**src/rtl/lcd_text_driver_if.sv**
```systemverilog
// Signal bundle between the display-text generator, the LCD driver and the LCD pins.
// The slave side is the driver; the master side is the text source and pin observer.
interface lcd_text_driver_if;
   logic [127:0] line1;
   logic [127:0] line2;
   logic         lcd_e;
   logic         lcd_rs;
   logic         lcd_rw;
   logic [7:0]   lcd_data;
   logic         init_done;
   logic         frame_done;

   modport master (
      output line1, line2,
      input  lcd_e, lcd_rs, lcd_rw, lcd_data, init_done, frame_done
   );

   modport slave (
      input  line1, line2,
      output lcd_e, lcd_rs, lcd_rw, lcd_data, init_done, frame_done
   );
endinterface

```
**src/rtl/lcd_text_driver.sv**
```systemverilog
// HD44780 16x2 write-only driver: power-up wait, four-command init, then endless
// two-row refresh frames built from a per-frame snapshot of the text lines.
module lcd_text_driver #(
   parameter int TICK_DIV       = 50,
   parameter int POWERUP_CYC    = 750000,
   parameter int CMD_WAIT_CYC   = 2000,
   parameter int CLEAR_WAIT_CYC = 82000
) (
   input logic              clk,
   input logic              rst,
   lcd_text_driver_if.slave bus
);

   localparam int MAX_A = (TICK_DIV > POWERUP_CYC) ? TICK_DIV : POWERUP_CYC;
   localparam int MAX_B = (CMD_WAIT_CYC > CLEAR_WAIT_CYC) ? CMD_WAIT_CYC : CLEAR_WAIT_CYC;
   localparam int MAX_P = (MAX_A > MAX_B) ? MAX_A : MAX_B;
   localparam int CW    = $clog2(MAX_P) + 1;

   localparam logic [CW-1:0] CNT_ZERO   = CW'(0);
   localparam logic [CW-1:0] CNT_ONE    = CW'(1);
   localparam logic [CW-1:0] TICK_LAST  = CW'(TICK_DIV - 1);
   localparam logic [CW-1:0] PWR_LAST   = CW'(POWERUP_CYC - 1);
   localparam logic [CW-1:0] CMD_LAST   = CW'(CMD_WAIT_CYC - 1);
   localparam logic [CW-1:0] CLEAR_LAST = CW'(CLEAR_WAIT_CYC - 1);
   localparam logic [5:0]    LAST_INIT  = 6'd3;
   localparam logic [5:0]    LAST_FRAME = 6'd33;
   localparam logic [5:0]    ROW2_CMD   = 6'd17;
   localparam logic [127:0]  SPACES     = {16{8'h20}};

   typedef enum logic [1:0] {
      ST_PWR   = 2'd0,
      ST_INIT  = 2'd1,
      ST_FRAME = 2'd2
   } top_state_t;

   typedef enum logic [1:0] {
      PH_SETUP = 2'd0,
      PH_PULSE = 2'd1,
      PH_HOLD  = 2'd2,
      PH_WAIT  = 2'd3
   } phase_t;

   top_state_t     top_r, top_s, nxt_top_s;
   phase_t         phase_r, phase_s;
   logic [CW-1:0]  cnt_r, cnt_s, wait_last_s;
   logic [5:0]     idx_r, idx_s, nxt_idx_s;
   logic [127:0]   snap1_r, snap1_s, snap2_r, snap2_s;
   logic           e_r, e_s, rs_r, rs_s, wr_rs_s;
   logic [7:0]     data_r, data_s, wr_data_s;
   logic           init_done_r, init_done_s, frame_done_r, frame_done_s;
   logic           write_end_s;

   // Column 0 sits in the top byte, so shift the wanted column up to [127:120].
   function automatic logic [7:0] col_byte(input logic [127:0] line, input logic [3:0] col);
      logic [127:0] sh;
      sh = line << {col, 3'b000};
      return sh[127:120];
   endfunction

   assign wait_last_s = ((top_r == ST_INIT) && (idx_r == LAST_INIT)) ? CLEAR_LAST : CMD_LAST;

   // Which write follows the current one.
   always_comb begin
      nxt_top_s = top_r;
      nxt_idx_s = idx_r + 6'd1;
      case (top_r)
         ST_PWR: begin
            nxt_top_s = ST_INIT;
            nxt_idx_s = 6'd0;
         end
         ST_INIT: begin
            if (idx_r == LAST_INIT) begin
               nxt_top_s = ST_FRAME;
               nxt_idx_s = 6'd0;
            end else begin
               nxt_top_s = ST_INIT;
            end
         end
         ST_FRAME: begin
            if (idx_r == LAST_FRAME) begin
               nxt_idx_s = 6'd0;
            end else begin
               nxt_idx_s = idx_r + 6'd1;
            end
         end
         default: begin
            nxt_top_s = ST_PWR;
            nxt_idx_s = 6'd0;
         end
      endcase
   end

   // RS and byte for the following write; frame data comes from the held snapshot.
   always_comb begin
      wr_rs_s   = 1'b0;
      wr_data_s = 8'h00;
      if (nxt_top_s == ST_INIT) begin
         case (nxt_idx_s)
            6'd0:    wr_data_s = 8'h38;
            6'd1:    wr_data_s = 8'h0C;
            6'd2:    wr_data_s = 8'h06;
            default: wr_data_s = 8'h01;
         endcase
      end else if (nxt_idx_s == 6'd0) begin
         wr_data_s = 8'h80;
      end else if (nxt_idx_s == ROW2_CMD) begin
         wr_data_s = 8'hC0;
      end else if (nxt_idx_s < ROW2_CMD) begin
         wr_rs_s   = 1'b1;
         wr_data_s = col_byte(snap1_r, 4'(nxt_idx_s - 6'd1));
      end else begin
         wr_rs_s   = 1'b1;
         wr_data_s = col_byte(snap2_r, 4'(nxt_idx_s - 6'd18));
      end
   end

   // Phase sequencing; a finished write loads the next one in the same cycle.
   always_comb begin
      top_s        = top_r;
      phase_s      = phase_r;
      cnt_s        = cnt_r + CNT_ONE;
      idx_s        = idx_r;
      e_s          = e_r;
      rs_s         = rs_r;
      data_s       = data_r;
      init_done_s  = init_done_r;
      frame_done_s = 1'b0;
      snap1_s      = snap1_r;
      snap2_s      = snap2_r;
      write_end_s  = 1'b0;
      case (top_r)
         ST_PWR: begin
            if (cnt_r == PWR_LAST) begin
               write_end_s = 1'b1;
            end else begin
               write_end_s = 1'b0;
            end
         end
         ST_INIT, ST_FRAME: begin
            case (phase_r)
               PH_SETUP: begin
                  if (cnt_r == TICK_LAST) begin
                     phase_s = PH_PULSE;
                     cnt_s   = CNT_ZERO;
                     e_s     = 1'b1;
                  end else begin
                     e_s     = 1'b0;
                  end
               end
               PH_PULSE: begin
                  if (cnt_r == TICK_LAST) begin
                     phase_s = PH_HOLD;
                     cnt_s   = CNT_ZERO;
                     e_s     = 1'b0;
                  end else begin
                     e_s     = 1'b1;
                  end
               end
               PH_HOLD: begin
                  if (cnt_r == TICK_LAST) begin
                     phase_s = PH_WAIT;
                     cnt_s   = CNT_ZERO;
                  end else begin
                     phase_s = PH_HOLD;
                  end
               end
               PH_WAIT: begin
                  if (cnt_r == wait_last_s) begin
                     write_end_s = 1'b1;
                  end else begin
                     write_end_s = 1'b0;
                  end
               end
               default: begin
                  phase_s = PH_SETUP;
                  cnt_s   = CNT_ZERO;
                  e_s     = 1'b0;
               end
            endcase
         end
         default: begin
            top_s = ST_PWR;
            cnt_s = CNT_ZERO;
         end
      endcase

      if (write_end_s) begin
         top_s   = nxt_top_s;
         idx_s   = nxt_idx_s;
         phase_s = PH_SETUP;
         cnt_s   = CNT_ZERO;
         e_s     = 1'b0;
         rs_s    = wr_rs_s;
         data_s  = wr_data_s;
         if ((top_r == ST_INIT) && (nxt_top_s == ST_FRAME)) begin
            init_done_s = 1'b1;
         end else begin
            init_done_s = init_done_r;
         end
         if ((top_r == ST_FRAME) && (nxt_idx_s == 6'd0)) begin
            frame_done_s = 1'b1;
         end else begin
            frame_done_s = 1'b0;
         end
         // The text for a whole frame is frozen as its first write begins.
         if ((nxt_top_s == ST_FRAME) && (nxt_idx_s == 6'd0)) begin
            snap1_s = bus.line1;
            snap2_s = bus.line2;
         end else begin
            snap1_s = snap1_r;
            snap2_s = snap2_r;
         end
      end else begin
         idx_s = idx_r;
      end
   end

   // State, counters, snapshot and registered pin outputs.
   always_ff @(posedge clk or negedge rst) begin
      if (!rst) begin
         top_r        <= ST_PWR;
         phase_r      <= PH_SETUP;
         cnt_r        <= CNT_ZERO;
         idx_r        <= 6'd0;
         snap1_r      <= SPACES;
         snap2_r      <= SPACES;
         e_r          <= 1'b0;
         rs_r         <= 1'b0;
         data_r       <= 8'h00;
         init_done_r  <= 1'b0;
         frame_done_r <= 1'b0;
      end else begin
         top_r        <= top_s;
         phase_r      <= phase_s;
         cnt_r        <= cnt_s;
         idx_r        <= idx_s;
         snap1_r      <= snap1_s;
         snap2_r      <= snap2_s;
         e_r          <= e_s;
         rs_r         <= rs_s;
         data_r       <= data_s;
         init_done_r  <= init_done_s;
         frame_done_r <= frame_done_s;
      end
   end

   assign bus.lcd_e      = e_r;
   assign bus.lcd_rs     = rs_r;
   assign bus.lcd_rw     = 1'b0;
   assign bus.lcd_data   = data_r;
   assign bus.init_done  = init_done_r;
   assign bus.frame_done = frame_done_r;

endmodule

```
**src/flat_wrapper.sv**
```systemverilog
// flat-port wrapper written by rule: the top's interface ports become plain ports
module lcd_text_driver_flat 
#(
   parameter int TICK_DIV       = 50,
   parameter int POWERUP_CYC    = 750000,
   parameter int CMD_WAIT_CYC   = 2000,
   parameter int CLEAR_WAIT_CYC = 82000
)
  (clk, rst, bus_line1, bus_line2, bus_lcd_e, bus_lcd_rs, bus_lcd_rw, bus_lcd_data, bus_init_done, bus_frame_done);
  lcd_text_driver_if bus_i ();
  input logic clk;
  input logic rst;
  input wire logic [$bits(bus_i.line1)-1:0] bus_line1;
  input wire logic [$bits(bus_i.line2)-1:0] bus_line2;
  output wire logic [$bits(bus_i.lcd_e)-1:0] bus_lcd_e;
  output wire logic [$bits(bus_i.lcd_rs)-1:0] bus_lcd_rs;
  output wire logic [$bits(bus_i.lcd_rw)-1:0] bus_lcd_rw;
  output wire logic [$bits(bus_i.lcd_data)-1:0] bus_lcd_data;
  output wire logic [$bits(bus_i.init_done)-1:0] bus_init_done;
  output wire logic [$bits(bus_i.frame_done)-1:0] bus_frame_done;
  assign bus_i.line1 = bus_line1;
  assign bus_i.line2 = bus_line2;
  assign bus_lcd_e = bus_i.lcd_e;
  assign bus_lcd_rs = bus_i.lcd_rs;
  assign bus_lcd_rw = bus_i.lcd_rw;
  assign bus_lcd_data = bus_i.lcd_data;
  assign bus_init_done = bus_i.init_done;
  assign bus_frame_done = bus_i.frame_done;
  lcd_text_driver #(.TICK_DIV(TICK_DIV), .POWERUP_CYC(POWERUP_CYC), .CMD_WAIT_CYC(CMD_WAIT_CYC), .CLEAR_WAIT_CYC(CLEAR_WAIT_CYC)) u_core (.clk(clk), .rst(rst), .bus(bus_i));
endmodule
```
**config.mk**
```make
export PLATFORM = sky130hd
export DESIGN_NAME = lcd_text_driver_flat
export DESIGN_NICKNAME = d
export VERILOG_FILES = /design/src/rtl/lcd_text_driver_if.sv /design/src/rtl/lcd_text_driver.sv /design/src/flat_wrapper.sv
export SDC_FILE = /design/constraint.sdc
export NUM_CORES = 1
export LEC_CHECK = 0
export BUFFER_PORTS_ARGS = -buffer_cell sky130_fd_sc_hd__buf_2
export CORE_ASPECT_RATIO = 0.7
export CORE_UTILIZATION = 60
export DETAILED_ROUTE_END_ITERATION = 16
export GPL_TIMING_DRIVEN = 0
export PLACE_DENSITY_LB_ADDON = 0.1
export SKIP_CTS_REPAIR_TIMING = 1
export SYNTH_ARGS = -nofsm -noshare
export SYNTH_HDL_FRONTEND = slang
export SYNTH_SLANG_ARGS = --single-unit
export TNS_END_PERCENT = 20
```
**constraint.sdc**
```tcl
create_clock -name clk -period 8.65 [get_ports clk]
set_input_delay 1.2975 -clock clk [delete_from_list [all_inputs] [get_ports clk]]
set_output_delay 1.2975 -clock clk [all_outputs]
set_load 0.005 [all_outputs]
```
# Word-level counts from Yosys, hierarchy flattened

Cells that the tools add are included.

Bits in registers: 299
Latch bits: 0
Bits in writable memories: 0
ROM bits: 0
Output and inout port bits: 13
Word-level logic and storage cells: 90
Memories: 0

$add $sub $neg: 4
$mul: 0
Div/mod/pow operators: 0
$lt $le $gt $ge: 1
Eq/ne operators: 18
Shift-type cells: 2
Mux-type cells: 37
Bitwise gates (word level): 0
Reduce and logical (&&, ||, !) cells: 17

Operator list:

| operator                                           | number |
|---|---|
| << shifter 128 x 7 -> 128 bit                      | 2 |
| 2-to-1 mux 21 bit                                  | 3 |
| one-hot mux 21 bit (2 select lines)                | 1 |
| 2-to-1 mux 8 bit                                   | 4 |
| adder 21 x 1 -> 21 bit, second input constant      | 1 |
| == test 21 x 20 -> 1 bit, second input constant    | 1 |
| == test 21 bit                                     | 1 |
| == test 21 x 6 -> 1 bit, second input constant     | 1 |
| one-hot mux 6 bit (3 select lines)                 | 1 |
| 2-to-1 mux 17 bit                                  | 1 |
| 2-to-1 mux 2 bit                                   | 7 |
| 2-to-1 mux 1 bit                                   | 13 |
| == test 6 x 2 -> 1 bit, second input constant      | 2 |
| 2-to-1 mux 6 bit                                   | 2 |
| one-hot mux 2 bit (3 select lines)                 | 2 |
| one-hot mux 6 bit (2 select lines)                 | 1 |
| == test 2 bit, second input constant               | 4 |
| adder 6 x 1 -> 6 bit, second input constant        | 1 |
| == test 2 x 1 -> 1 bit, second input constant      | 3 |
| == test 6 x 1 -> 1 bit, second input constant      | 1 |
| == test 6 x 5 -> 1 bit, second input constant      | 1 |
| == test 6 bit, second input constant               | 1 |
| zero test 6 bit                                    | 1 |
| < comparator 6 x 5 -> 1 bit, second input constant | 1 |
| 14 further kinds                                   | 23 |

# Logic depth before layout (Yosys ltp)

Gate-level depths: netlist of the first run.

Depth after elaboration: 9
Mapped depth: 18

# Least setup slack after synthesis of the first run

No wires, ideal clock.

Kind: flip-flop to flip-flop
From: register u_core.top_r[1]
To: register u_core.data_r[0], in the netlist u_core.bus.lcd_data[0]
Library setup time: 0.077 ns
Arrival time: 3.948 ns
Setup slack: 4.625 ns
Cell stages (with the launch flop): 18
Clock period less this slack: 4.025 ns
Cells stage by stage: dfrtp_1 inv_1 ha_1 a21boi_2 o21a_1 nand2b_1 buf_2 clkbuf_1 ha_1 buf_2 or3b_2 a21oi_1 nor3_1 o41ai_2 mux2i_1 or3_1 o211a_1 a21oi_1

Longest elaborated chain between the ends: 8
Elaborated cells between the ends (all ways): 27

RTL lines:

| item                                                                          | line                                                                 | text |
|---|---|---|
| start, declared                                                               | lcd_text_driver.sv:43                                                | `top_state_t top_r, top_s, nxt_top_s;` |
| start signal, assigned                                                        | lcd_text_driver.sv:233                                               | `top_r <= top_s;` |
| == test 2 bit / == test 2 x 1 -> 1 bit (equally long branches)                | lcd_text_driver.sv:66, lcd_text_driver.sv:131, lcd_text_driver.sv:60 |  |
| one-hot mux 6 bit (2 select lines)                                            | lcd_text_driver.sv:66                                                | `case (top_r)` |
| subtractor 4 x 2 -> 4 bit / subtractor 4 x 1 -> 4 bit (equally long branches) | lcd_text_driver.sv:113, lcd_text_driver.sv:110                       |  |
| << shifter 128 x 7 -> 128 bit                                                 | lcd_text_driver.sv:56                                                | `sh = line << {col, 3'b000};` |
| 2-to-1 mux 8 bit                                                              | lcd_text_driver.sv:108                                               | `end else if (nxt_idx_s < ROW2_CMD) begin` |
| 2-to-1 mux 8 bit                                                              | lcd_text_driver.sv:106                                               | `end else if (nxt_idx_s == ROW2_CMD) begin` |
| 2-to-1 mux 8 bit                                                              | lcd_text_driver.sv:104                                               | `end else if (nxt_idx_s == 6'd0) begin` |
| 2-to-1 mux 8 bit                                                              | lcd_text_driver.sv:97                                                | `if (nxt_top_s == ST_INIT) begin` |
| end signal, assigned                                                          | lcd_text_driver.sv:241                                               | `data_r <= data_s;` |
| end, declared                                                                 | lcd_text_driver.sv:49                                                | `logic [7:0] data_r, data_s, wr_data_s;` |

Several ways; a longest one is shown, not always the timed one.
A chain may end at the register's enable or synchronous reset.

# Worst setup path in the final report of the first run

From: register u_core.top_r[1]
To: register u_core.data_r[2], in the netlist u_core.bus.lcd_data[2]

Same word-level chain as after synthesis.

==> metrics, run 1 <==
DRC violations left 0; Pre-Repair DR Iteration Count 5; VDD IR max between 150 and 200 uV; gpl congestion ~0.90; layout cells sized above 1 between 40 and 50%; Yosys cell types a little under 80; CTS H-tree depth 1; Post-synth EDFFs 0; setup TNS 0 ns; Clock Skew roughly 0.01 ns; wire per inst 22.8 um; post-synth top area share 45.5%; worst hold path type reg2reg; Main synth FF type dfrtp_1; multi-input logic area 6730 um2; initial antenna violation count 11; pin slew with the least headroom to its limit 1.17 ns; Pleak between 8 and 9 nW; synthesized area between 10000 and 15000 um2; Overall Global Routing Usage between 30% and 40%; unrepaired setup endpoints after global routing no; final wirelength 40300 um; Tmin final about 5.4 ns; via count 10700; Die X approximately 190 um; P per Cell Area between 150 and 200 nW/um2; TritonCTS clock tree yes; total CTS buffers 29; max-slew violation count 0; Fin. Hold Viols 0; number of port buffers ~270; Crit. End Element register; clk_lat worst skew ~0.57 ns; Reg power frac about 49%; Initial Util approximately three fifths; outcome finished, final reports clean; Comb power frac roughly 3.3%; Clock Power Share a little under half; Seq. cell area 7520 um2; count leader, synth dfrtp_1; YS warnings 0; core region area 23800 um2; initial DRC count around 900; ys async rst share 100%; largest net degree at the start of global routing 126; TritonCTS Sinks 299; first-pass GRT wire length between 60000 and 70000 um; Ports around 270; Synth area leaders dfrtp_1, mux2_2, mux4_2; Post-DRT Antenna Nets 0; vias in the first global route ~11000; Switching Fraction around 22%; routed vias/inst around 6.1; Avg Inst Size Synth between 10 and 15 um2; Crit path largest cell delay ~0.57 ns; Slew headroom 21.3%; row count 47; area grow syn2layout 19.3%; worst-path fanout max 13; sw power 0.000614 W; Post-Layout Inst Area 17500 um2; Max Cap Violations 0; register area share after synthesis 51.3%; chip height between 100 and 150 um; crit start category register; commonest cells in the netlist dfrtp_1, mux2_2, nand2_1, nor2_1, mux4_2; fillers approximately 1700; final setup violation count 0; Syn Nets 1395; Clk pin slew, worst setup/hold paths about 0.070 ns; total die area 25100 um2; Mapped Cells roughly 1100; Crit-path slowest cell mux2i_1; CTS Root Cell clkbuf_16; GR Overflow Total 0; cell breakdown of the critical path inv_1, ha_1, clkbuf_1, o21a_1, nand2b_1, buf_2, clkbuf_1, ha_1, buf_2, a21boi_0, o2111a_1, nor3_1, nor4_1, mux2i_1, nor3_1, a2111oi_0, a21oi_1; internal power between 0.002 and 0.0025 W; crit share post-route between 60% and 70%; register bit total from synthesis around 300; DP Area between 15000 and 20000 um2; area leader, netlist dfrtp_1; detailed placer's ending HPWL around 30000 um; nets between 1500 and 2000; fmax between 0.15 and 0.2 GHz; WP data arrival roughly 5.8 ns; Critical Path RT 9.09 ns; Max Root-Sink Buffers 3; Crit Path Class reg2reg
==> worst paths after layout <==
check / from / endpoint / slack [ns] / cells after the start
max reg2reg: u_core.top_r[1]$_DFFE_PN0P_ / u_core.bus.lcd_data[2]$_DFFE_PN0N_ / 3.25 / 17
min reg2reg: u_core.snap2_r[67]$_DFFE_PN0P_ / u_core.snap2_r[67]$_DFFE_PN0P_ / 0.48 / 1
min: u_core.snap2_r[67]$_DFFE_PN0P_ / u_core.snap2_r[67]$_DFFE_PN0P_ / 0.48 / 1
max in group asynchronous: rst / u_core.snap2_r[11]$_DFFE_PN0P_ / 6.46 / 3
min in group asynchronous: rst / u_core.snap1_r[64]$_DFFE_PN0P_ / 0.66 / 1
max: u_core.top_r[1]$_DFFE_PN0P_ / u_core.bus.lcd_data[2]$_DFFE_PN0N_ / 3.25 / 17
==> critical path: cells and delay by family (launching register included) <==
kind / cells / cell delay [ns]
buffers and inverters: 5 / 1.36
AND/OR/NAND/NOR: 4 / 0.78
AO/OA/AOI/OAI: 5 / 1.41
adder cells (fa/ha/maj): 2 / 0.67
flip-flops: 1 / 0.46
multiplexers: 1 / 0.57
==> per-layer routing <==
| metal | GRT usage (%) | part of all wire, % |
|---|---|---|
| met3 | 8.01 | 9.1 |
| met2 | 49.3 | 45 |
| met1 | 48.6 | 43 |
| met5 | 0 | 0.14 |
| met4 | 8.69 | 2.3 |
==> final cells by class <==
type | instances | share of cell area [%]
repair buffers | 271 | 8.06
clock inverters | 13 | 0.922
multi-input cells | 735 | 38.4
plain buffers | 69 | 2.05
diodes | 7 | 0.100
well taps | 318 | 2.27
flip-flops and latches | 299 | 43.0
clock buffers | 41 | 4.86
inverters | 15 | 0.336
==> power by group through the flow <==
stage / Combinational (W) / Sequential [W] / Clock (W)
finish: 0.0000931 / 0.00140 / 0.00134
global route: 0.000104 / 0.00140 / 0.00141
CTS: 0.0000949 / 0.00140 / 0.00136
detailed placement: 0.0000943 / 0.00142 / 0
global placement: 0.0000898 / 0.00142 / 0
floorplan: 0.00000141 / 0.00142 / 0
==> kinds of logic after synthesis <==
| logic type | Yosys count | share of synthesized area [%] |
|---|---|---|
| AOI/OAI and AO/OA | 123 | 6.20 |
| xor gates and xnor gates | 24 | 1.48 |
| adders and majority gates | 19 | 1.62 |
| buffers and inverters | 84 | 2.85 |
| DFF | 299 | 51.3 |
| muxes | 338 | 28.9 |
| other | 1 | 0.0256 |
| and+or+nand+nor | 230 | 7.69 |
==> flip-flops by register name, indices dropped and copies added, names as in the netlist <==
register / cells
u_core.snap2_r: 128
u_core.idx_r: 6
u_core.bus.frame_done: 1
u_core.bus.lcd_rs: 1
u_core.phase_r: 2
u_core.bus.lcd_e: 1
u_core.top_r: 2
u_core.bus.lcd_data: 8
u_core.bus.init_done: 1
u_core.snap1_r: 128
u_core.cnt_r: 21
==> per-stage QoR <==
stage	power (W)	utilization (%)	std cells	hold slack [ns]	setup WS [ns]
floorplan	0.00143	-	1118	0.450	4.62
global placement	0.00151	68.9	1705	0.460	0.680
detailed placement	0.00152	69.2	1707	0.468	3.49
CTS	0.00285	73.4	1761	0.485	3.44
global route	0.00291	73.5	1763	0.508	3.01
finish	0.00284	73.5	1768	0.481	3.25
==> placed cells by master, fill, tap and decap left out, types with 18 or more instances in the layout <==
master     instances
a21oi_1           18
buf_2            303
clkbuf_1          24
clkbuf_16         29
dfrtp_1          267
dfstp_2           32
ha_1              19
mux2_1            29
mux2_2           241
mux2i_1           27
mux4_2            41
nand2_1           68
nand3_1           19
nor2_1            64
Note: power is estimated with default switching activity, not from simulation.
==> run 2, diff against run 1 <==
--- a/config.mk
+++ b/config.mk
@@ -7,7 +7,7 @@
 export LEC_CHECK = 0
 export BUFFER_PORTS_ARGS = -buffer_cell sky130_fd_sc_hd__buf_2
 export CORE_ASPECT_RATIO = 0.7
-export CORE_UTILIZATION = 60
+export CORE_UTILIZATION = 56
 export DETAILED_ROUTE_END_ITERATION = 16
 export GPL_TIMING_DRIVEN = 0
 export PLACE_DENSITY_LB_ADDON = 0.1
==> constraint.sdc (replaced) <==
create_clock -name clk -period 5.65 [get_ports clk]
set_input_delay 0.8475 -clock clk [delete_from_list [all_inputs] [get_ports clk]]
set_output_delay 0.8475 -clock clk [all_outputs]
set_load 0.005 [all_outputs]
==> metrics, run 2 (synthesized netlist as in run 1, its figures left out) <==
Power Total 0.00442 W (+56%); CTS H-tree depth 1 (unchanged); wire per inst 22.9 um (+0.37%); P per Cell Area 252 nW/um2 (+55%); via count 10700 (-0.69%); Overall Global Routing Usage 30.9% (-2.1 points); total CTS buffers 29 (unchanged); Post-DRT Antenna Nets 0 (unchanged); biggest regs u_core.snap1_r (128), u_core.snap2_r (128), u_core.cnt_r (21); initial antenna violation count 7 (-4); nets 1697 (unchanged); Slew headroom 21.2% (-0.12 points); met3 Track Usage GR 5.90% (-2.1 points); unrepaired setup endpoints after global routing yes; Reg power frac 48.5% (-0.8 points); fmax 0.184 GHz (-0.62%); pin slew with the least headroom to its limit 1.18 ns (+0.00179 ns); r2r worst-path depth 17 (unchanged); Worst R2R End u_core.bus.lcd_data[2]$_DFFE_PN0N_; final wirelength 40700 um (+0.88%); Clk pin slew, worst setup/hold paths 0.07 ns (about the same); Fin. Hold Viols 0 (unchanged); outcome finished, final reports clean; worst hold margin 0.261 ns (-0.220 ns); TritonCTS clock tree yes; Die X 195 um (+3.5%); Clock Power Share 48.3% (+0.9 points); Pleak 8.63 nW (about the same); GR Overflow Total 0 (unchanged); detailed placer's ending HPWL 30400 um (+2.3%); VDD IR max 244 uV (+39%); total die area 26900 um2 (+7.1%); worst-path fanout max 13 (unchanged); Critical Path RT 6.08 ns (-3.01 ns); chip height 137 um (+3.5%); busiest grt layer met2; clk_lat worst skew 0.57 ns (about the same); met1 usage 45.4% (-3.2 points); number of port buffers 269 (unchanged); Crit. End Element register; Ports 271 (unchanged); Switching Fraction 21.2% (-0.42 points); core region area 25700 um2 (+7.9%); Clock Skew 0.0147 ns (+0.00487 ns); Critical R2R Launch u_core.top_r[1]$_DFFE_PN0P_; Pre-Repair DR Iteration Count 6 (+1); WP data arrival 5.86 ns (+0.02 ns); CTS Root Cell clkbuf_16; crit start category register; internal power 0.00348 W (+57%); crit share post-route 96.1% (+34 points); Initial Util 57.1% (-4.5 points); routed vias/inst 6.00 (-1.2%); grt met2 use 48.3% (-0.99 points); Tmin final 5.43 ns (+0.0336 ns); first-pass GRT wire length 62200 um (-0.37%); row count 49 (+4.3%); vias in the first global route 10600 (-3.4%); commonest non-fill, non-tap cell in the layout buf_2; largest net degree at the start of global routing 123 (-2.4%); layout cells sized above 1 48.3% (-0.069 points); initial DRC count 872 (-2.9%); gpl congestion 0.883 (-1.7%); Max Cap Violations 0 (unchanged); DRC violations left 0 (unchanged); sw power 0.000938 W (+53%); worst hold path type in2async; TritonCTS Sinks 299 (unchanged); commonest non-fill, non-tap cells in the layout buf_2, dfrtp_1, mux2_2; Crit Path Class reg2reg; final setup violation count 0 (unchanged); R2R setup slack 0.22 ns (-3.03 ns); Max Root-Sink Buffers 3 (unchanged); max-slew violation count 0 (unchanged); area grow syn2layout 19.7%; Comb power frac 3.2% (about the same)
## run 2: cell count changes in the layout (fill, tap and decap cells not counted), moves of 2 or more
cell,before,now
bufinv_16,3,6
clkbuf_8,8,3
clkinv_2,7,2
clkinv_4,0,4
diode_2,7,3
inv_6,1,3
## run 2: worst max path at each step
stage,end,startpoint
2_1_floorplan,u_core.bus.lcd_data[0]$_DFFE_PN0N_,u_core.top_r[1]$_DFFE_PN0P_
3_3_place_gp,u_core.snap2_r[83]$_DFFE_PN0P_,rst
3_5_place_dp,u_core.bus.lcd_data[2]$_DFFE_PN0N_,u_core.top_r[1]$_DFFE_PN0P_
4_1_cts,u_core.bus.lcd_data[2]$_DFFE_PN0N_,u_core.top_r[1]$_DFFE_PN0P_
5_1_grt,u_core.bus.lcd_data[2]$_DFFE_PN0N_,u_core.top_r[1]$_DFFE_PN0P_
6_report,u_core.bus.lcd_data[2]$_DFFE_PN0N_,u_core.top_r[1]$_DFFE_PN0P_
## run 2: power by group through the flow
stage,clock [W],sequential (W),combinational (W)
floorplan,0,0.00218,0.00000216
global placement,0,0.00218,0.000139
detailed placement,0,0.00218,0.000145
CTS,0.00216,0.00214,0.000146
global route,0.00224,0.00214,0.000159
finish,0.00213,0.00214,0.000143
## run 2: area by class of cell
class	count	area [um2]
repair buffers	271	1410
well taps	331	414
clock inverters	17	267
flip-flops and latches	299	7520
plain buffers	69	359
clock buffers	37	786
diodes	3	7.51
inverters	15	58.8
fillers	1948	8130
multi-input cells	735	6730
## run 2: through the flow
step	worst slack [ns]	cells	utilization, %	cell area (um2)	setup TNS [ns]
after global placement	-1.92	1718	64.0	16400	-505.50
after CTS	0.375	1774	68.3	17500	0
after global routing	-0.0530	1774	68.3	17500	-0.0981
after detailed placement	0.411	1720	64.2	16500	0
after floorplan	1.62	1118	-	14700	0
final	0.219	1777	68.3	17600	0
## run 2: metal layers
layer  routed length [um]  vias to the layer above
met2                18400                      369
met4                  775                        8
li1                     -                     4734
met3                 2740                       65
met1                18700                     5492
met5                   56                        -
## run 2: worst max-delay path: stages (launching register included)
cell,delay (ns)
dfrtp_1,0.46
inv_1,0.14
ha_1,0.33
clkbuf_1,0.39
o21a_1,0.38
nand2b_1,0.10
buf_2,0.23
clkbuf_1,0.42
ha_1,0.33
buf_2,0.19
a21boi_0,0.15
o2111a_1,0.26
nor3_1,0.41
nor4_1,0.14
mux2i_1,0.54
nor3_1,0.14
a2111oi_0,0.54
a21oi_1,0.13
